## src/rtl/xswitch_out_arbiter.sv

```systemverilog
// xswitch_out_arbiter: per-output-port scheduler for the xswitch.
// Each input owns a one-word holding register that captures only words
// addressed to PORT_ID. Full holding registers are granted round-robin
// onto a single registered output that is held until the consumer reads it.
module xswitch_out_arbiter #(
    parameter int          NUM_IN  = 4,
    parameter logic [7:0]  PORT_ID = 8'h00
) (
    input  logic                  clk,
    input  logic                  reset,
    input  logic [NUM_IN-1:0]     valid_in,
    input  logic [8*NUM_IN-1:0]   addr_in,
    input  logic [8*NUM_IN-1:0]   data_in,
    output logic [NUM_IN-1:0]     rcv_rdy,
    output logic [7:0]            data_out,
    output logic [7:0]            addr_out,
    output logic                  valid_out,
    input  logic                  data_rd,
    output logic [15:0]           fwd_count
);

    localparam int PTR_W = $clog2(NUM_IN);

    typedef enum logic {
        S_IDLE = 1'b0,
        S_BUSY = 1'b1
    } state_t;

    state_t             state_q;
    logic               hold_full_q [NUM_IN];
    logic [7:0]         hold_data_q [NUM_IN];
    logic [7:0]         hold_addr_q [NUM_IN];
    logic [NUM_IN-1:0]  hold_full;
    logic [NUM_IN-1:0]  capture;
    logic [NUM_IN-1:0]  grant_vec;
    logic [PTR_W-1:0]   ptr_q;
    logic [PTR_W-1:0]   ptr_d;
    logic [PTR_W-1:0]   win_idx;
    logic               win_found;
    logic               grant;
    logic [7:0]         data_out_q;
    logic [7:0]         addr_out_q;
    logic               valid_out_q;
    logic [15:0]        fwd_count_q;

    // Ready is withheld during reset so nothing is handshaken while state is being cleared.
    assign rcv_rdy = ~hold_full & {NUM_IN{~reset}};

    genvar gi;
    generate
        for (gi = 0; gi < NUM_IN; gi++) begin : g_hold
            assign hold_full[gi] = hold_full_q[gi];
            assign capture[gi]   = valid_in[gi] & rcv_rdy[gi] &
                                   (addr_in[8*gi +: 8] == PORT_ID);
            assign grant_vec[gi] = grant & (win_idx == PTR_W'(gi));

            // Holding register: capture a matching word, release it when granted.
            // Capture and grant cannot coincide because ready is low while full.
            always_ff @(posedge clk) begin
                if (reset) begin
                    hold_full_q[gi] <= 1'b0;
                    hold_data_q[gi] <= 8'h00;
                    hold_addr_q[gi] <= 8'h00;
                end else if (capture[gi]) begin
                    hold_full_q[gi] <= 1'b1;
                    hold_data_q[gi] <= data_in[8*gi +: 8];
                    hold_addr_q[gi] <= addr_in[8*gi +: 8];
                end else if (grant_vec[gi]) begin
                    hold_full_q[gi] <= 1'b0;
                end
            end
        end
    endgenerate

    // Round-robin winner: first full holding register scanning from ptr upward.
    always_comb begin
        int j;
        j         = 0;
        win_found = 1'b0;
        win_idx   = '0;
        for (int k = 0; k < NUM_IN; k++) begin
            j = int'(ptr_q) + k;
            if (j >= NUM_IN) begin
                j = j - NUM_IN;
            end
            if (!win_found && hold_full[j[PTR_W-1:0]]) begin
                win_found = 1'b1;
                win_idx   = PTR_W'(j);
            end
        end
    end

    // A grant happens when a word is pending and the output register is free
    // now (idle) or is being freed at this edge (busy with a read).
    assign grant = win_found & ((state_q == S_IDLE) | data_rd);
    assign ptr_d = (win_idx == PTR_W'(NUM_IN - 1)) ? '0 : win_idx + 1'b1;

    // Output FSM with registered outputs, pointer update and delivery counter.
    always_ff @(posedge clk) begin
        if (reset) begin
            state_q     <= S_IDLE;
            valid_out_q <= 1'b0;
            data_out_q  <= 8'h00;
            addr_out_q  <= 8'h00;
            ptr_q       <= '0;
            fwd_count_q <= 16'h0000;
        end else begin
            if (valid_out_q && data_rd) begin
                fwd_count_q <= fwd_count_q + 16'd1;
            end
            case (state_q)
                S_IDLE: begin
                    if (grant) begin
                        data_out_q  <= hold_data_q[win_idx];
                        addr_out_q  <= hold_addr_q[win_idx];
                        valid_out_q <= 1'b1;
                        ptr_q       <= ptr_d;
                        state_q     <= S_BUSY;
                    end
                end
                S_BUSY: begin
                    if (data_rd) begin
                        if (grant) begin
                            data_out_q <= hold_data_q[win_idx];
                            addr_out_q <= hold_addr_q[win_idx];
                            ptr_q      <= ptr_d;
                        end else begin
                            // Last data/address stay visible; only valid drops.
                            valid_out_q <= 1'b0;
                            state_q     <= S_IDLE;
                        end
                    end
                end
                default: begin
                    state_q     <= S_IDLE;
                    valid_out_q <= 1'b0;
                end
            endcase
        end
    end

    assign data_out  = data_out_q;
    assign addr_out  = addr_out_q;
    assign valid_out = valid_out_q;
    assign fwd_count = fwd_count_q;

endmodule

```

## config.mk

```make
export PLATFORM = sky130hd
export DESIGN_NAME = xswitch_out_arbiter
export DESIGN_NICKNAME = d
export VERILOG_FILES = /design/src/rtl/xswitch_out_arbiter.sv
export SDC_FILE = /design/constraint.sdc
export NUM_CORES = 1
export LEC_CHECK = 0
export CAP_MARGIN = 20
export CORE_MARGIN = 3
export CORE_UTILIZATION = 40
export CTS_CLUSTER_DIAMETER = 200
export DETAILED_ROUTE_END_ITERATION = 10
export PLACE_DENSITY = 0.67
export SLEW_MARGIN = 20
export SYNTH_ARGS = -nofsm -noshare
export SYNTH_HDL_FRONTEND = slang
export SYNTH_SLANG_ARGS = --single-unit
export TNS_END_PERCENT = 50
```

## constraint.sdc

```tcl
create_clock -name clk -period 3.21 [get_ports clk]
set_clock_uncertainty 0.1 [all_clocks]
set_input_delay 0.963 -clock clk [delete_from_list [all_inputs] [get_ports clk]]
set_output_delay 0.963 -clock clk [all_outputs]
set_load 0.01 [all_outputs]
```

-- Word level (Yosys, flattened, before mapping)
Memories as Yosys holds them, arrays and structs flattened.
Index checks and enable logic that the tools add are counted.
- add/sub/neg operators: 9
- order comparisons: 8
- equality and inequality tests: 6
- mux-type cells: 83
- bitwise gates (word level): 34
- reductions and logical operators: 13
- operators by type and width (kind ; number):
    $mux W8 ; 12
    $mux W1 ; 51
    $logic_not A8 Y1 ; 4
    $pmux W8 S2 ; 2
    $mux W2 ; 11
    $or A1 B1 Y1 ; 17
    $add A16 B1 Y16 const B ; 1
    $and A1 B1 Y1 ; 13
    $lt A2 B3 Y1 const B ; 4
    $ge A3 B3 Y1 const B ; 3
    $bmux W1 S2 ; 4
    $sub A2 B1 Y2 const B ; 4
    $add A2 B2 Y3 const B ; 2
    $ne A2 B2 Y1 const B ; 3
    $and A4 B4 Y4 ; 1
    $eq A2 B2 Y1 const B ; 2
    $logic_and A1 B1 Y1 ; 4
    $not A4 Y4 ; 1
    $pmux W1 S2 ; 2
    $pmux W2 S2 ; 1
    $add A2 B1 Y3 const B ; 1
    $ge A2 B3 Y1 const B ; 1
    $logic_not A1 Y1 ; 3
    $reduce_and A3 Y1 ; 1
    other kinds (4) ; 5
- bits in registers: 36
- RAM bits: 68
- bits of input ports: 71
- output and inout port bits: 37
- word-level logic and storage cells: 162
- memories kept: 3
- memories (name ; depth ; width ; read ports ; clocked after memory_dff ; wr ports ; line ; text):
    hold_addr_q ; 4 ; 8 ; 1 ; 0 ; 4 ; 32 ; logic [7:0] hold_addr_q [NUM_IN];
    hold_data_q ; 4 ; 8 ; 1 ; 0 ; 4 ; 31 ; logic [7:0] hold_data_q [NUM_IN];
    hold_full_q ; 4 ; 1 ; 4 ; 0 ; 4 ; 30 ; logic hold_full_q [NUM_IN];

-- Depth between registers and ports, before layout
- word-level depth: 21
- gate-level depth with buffers: 8

-- Least setup slack after synthesis
No wires, ideal clock.
- path kind: input -> register
- start: in reset
- end: mem hold_full_q[2], enable pin
- library setup time: 304 ps
- arrival: 2358 ps
- required time: 2806 ps
- path slack: 448 ps
- stages: 6
- buffers on the path: 1
- cells stage by stage: clkbuf_1 nor2_1 nand4b_1 nor4_2 or2_2 o21bai_1
- RTL lines (what ; line ; text):
    start, declared ; 10 ; input logic reset,
    end, declared ; 30 ;

-- Final worst setup path
- start: in reset
- end: out rcv_rdy[1]
- word-level cells in the longest chain between the ends: 2
- RTL lines (what ; line ; text):
    $not A1 Y1 ; 47 ; assign rcv_rdy = ~hold_full & {NUM_IN{~reset}};
    $and A4 B4 Y4 ; 47 ;
    end, declared ; 14 ; output logic [NUM_IN-1:0] rcv_rdy,
No other way between the ends.

==> results.toml <==
[run_status]
outcome = "complete, no violations"

[sta]
hold_slack_ps = 381
slew_headroom_pct = 54.2
period_needed_ps = 3060
tightest_slew_ps = 686
timing.fmax_ghz = 0.327
setup_viol = 0
finalHoldViolCount = 0
finalCritPeriodShare_pct = 95.2
maxSlewViolCount = 0
rsz0062_at_grt = "no"

[cells_and_area]
area_growth_pct = 38.8
layout-drive-gt1-share_pct = 13.0
regArea_um2 = 2760
final_cell_mix = "clkdlybuf4s50_1, edfxtp_1, dfxtp_1"
nets = 562
final_util_pct = 58.1
antenna_cells = 0
multiInputGateArea_um2 = 1660
layout_commonest_cell = "clkdlybuf4s50_1"
fillers = 913

[detailed_routing]
post-route-drc-count = 0
vias = 2965
drtPass1Iterations = 4
antenna_left = 0
wirelength_um = 9740
viasPerCell = 4.71
wl_per_cell_um = 15.5
drt-initial-drc-count = 103

[power]
p_leak_nw = 2.27
p_per_area_nw_per_um2 = 516
peakVddDrop_mv = 0.230

[setup_path]
reg2reg_depth = 5
crit_type = "in -> out"
start_kind = "input pin"
end_kind = "output port"
startpoint = "reset"
required_ps = 2150
cp.arrival_ps = 1990
crit_end = "rcv_rdy[1]"
r2r_start = "hold_full_q[0]$_SDFFCE_PP0P_"
r2r_end = "data_out[0]$_SDFFE_PP0P_"
r2r_slack_ps = 880
crit_fanout = 6

[floorplan]
core_um2 = 10500
dieArea_um2 = 12200
die_w_um = 111
ios = 108
start_util_pct = 41.8
rows = 37
die_y_um = 111

[clock_tree]
cts.clk_slew.worst_paths_ps = 100
ctsResizeCount = 4
cts_max_level = 3
cts_setup_buffers = 0
cts_sinks = 104
cts_tree = "done"
clock_path_buffers = 2
clock_latency_ps = 370
cts_hold_buf = 0
clockRootBuffer = "clkbuf_8"
cts_buffers = 9

[run]
drv_cap = 0

[yosys]
syn_inst = 331
syn_avg_cell_area_um2 = 13.2
synth.cell_area_um2 = 4380
yosys_warnings = 0
ys_seq_area_share_pct = 63.1
synth.distinct_cells = 42
synth-seq-cells = 104

[placement]
port_buffers = 107
hpwl_um = 7450
gp_routability_congestion = 0.778

[global_routing]
grt.overflow.total = 0
grt_pass1_wl_um = 16200
grt_usage_pct = 16.3
grt_max_degree = 21
grt_antenna_before_repair = 0
grt_pass1_vias = 3232

[hold_path]
hold_class = "reg -> reg"
whs_path_depth = 2
[worst min path at each step]
stage	to	from
global placement	addr_out[6]$_SDFFE_PP0P_	addr_out[6]$_SDFFE_PP0P_
detailed placement	addr_out[2]$_SDFFE_PP0P_	addr_out[2]$_SDFFE_PP0P_
CTS	addr_out[2]$_SDFFE_PP0P_	addr_out[2]$_SDFFE_PP0P_
global route	addr_out[3]$_SDFFE_PP0P_	addr_out[3]$_SDFFE_PP0P_
floorplan	valid_out$_SDFFE_PP0P_	state_q$_SDFF_PP0_
finish	addr_out[2]$_SDFFE_PP0P_	addr_out[2]$_SDFFE_PP0P_
[Yosys cell counts]
cell       count  area [um2]
nand3_1       10        50.1
a2bb2oi_1      1        8.76
and4_1         2        17.5
o221ai_1       6        52.6
a311oi_1       1        8.76
o22ai_2        1        12.5
edfxtp_1      68        2040
a21o_1         2        15.0
buf_6          2        22.5
o21ai_0        2        10.0
buf_4          2        15.0
nand3b_2       1        11.3
nand2_1       24        90.1
or2_2          4        25.0
nand2b_1       2        12.5
xor2_1        10        87.6
inv_1          4        15.0
conb_1         1        3.75
nor4_2         5        62.6
mux2i_1       34         340
dfxtp_1       36         721
clkbuf_1       3        11.3
buf_2          5        25.0
o21bai_1       1        7.51
o221ai_2      10         150
or2_0          1        6.26
and3_1         1        6.26
nand4_1        3        18.8
nor2_2         2        12.5
or3b_1         1        8.76
a31o_2         1        8.76
nand4b_1       4        35.0
ha_1           3        37.5
and2_1        32         200
a21oi_1        7        35.0
a211oi_1       1        7.51
or3_1          1        6.26
nor4_1         5        31.3
nor2_1        26        97.6
nor2b_2        1        8.76
xnor2_1        4        35.0
buf_1          1        3.75
[layout make-up]
type / count / share of cell area (%)
clock buffer: 10 / 2.27
clock inverter: 6 / 0.947
inverter: 4 / 0.247
multi-input combinational: 241 / 27.3
sequential: 104 / 45.5
tap: 136 / 2.80
timing repair buffer: 128 / 21.0
[metrics by stage]
stage / setup WS (ps) / total power, W / area, um2 / TNS, ps / std cells
after floorplan: 448 / 0.00203 / 4490 / 0 / 362
after global placement: -29.2 / 0.00236 / 5880 / -100 / 613
after detailed placement: -67.2 / 0.00237 / 5880 / -203 / 613
after CTS: 162 / 0.00317 / 6080 / 0 / 629
after global routing: 82.1 / 0.00329 / 6080 / 0 / 629
final: 153 / 0.00314 / 6080 / 0 / 629
[worst max-delay path, stage by stage]
cell             delay, ps
dlygate4sd2_1          290
nor2_1                 170
clkdlybuf4s50_1        570
[power breakdown]
part           internal [W]  switching, W
clock              0.000324      0.000476
sequential          0.00154     0.0000713
combinational      0.000382      0.000340
[cell families (layout without fill, tap and decap cells)]
logic type,Yosys count,after routing,synth area share (%)
flip-flops,104,104,63.1
other,1,32,0.0857
XOR/XNOR,14,14,2.80
adder cells (fa/ha/maj),3,3,0.858
multiplexers,34,34,7.78
AO/OA/AOI/OAI,33,33,7.23
buffers and inverters,17,148,2.12
AND/OR/NAND/NOR,125,125,16.0
[state kept, by name, indices dropped and copies added, names as in the netlist]
| register | flops |
|---|---|
| addr_out | 8 |
| data_out | 8 |
| fwd_count | 16 |
| hold_addr_q | 32 |
| hold_data_q | 32 |
| hold_full_q | 4 |
| ptr_q | 2 |
| state_q | 1 |
| valid_out | 1 |
[layer usage]
metal,wire (um),GRT usage (%),up-vias
met5,0,0,-
met3,549,4.66,12
li1,-,-,1495
met2,4730,27.3,78
met1,4320,20.7,1380
met4,131,4.68,0
No activity file was read; power rests on OpenSTA's default activity.
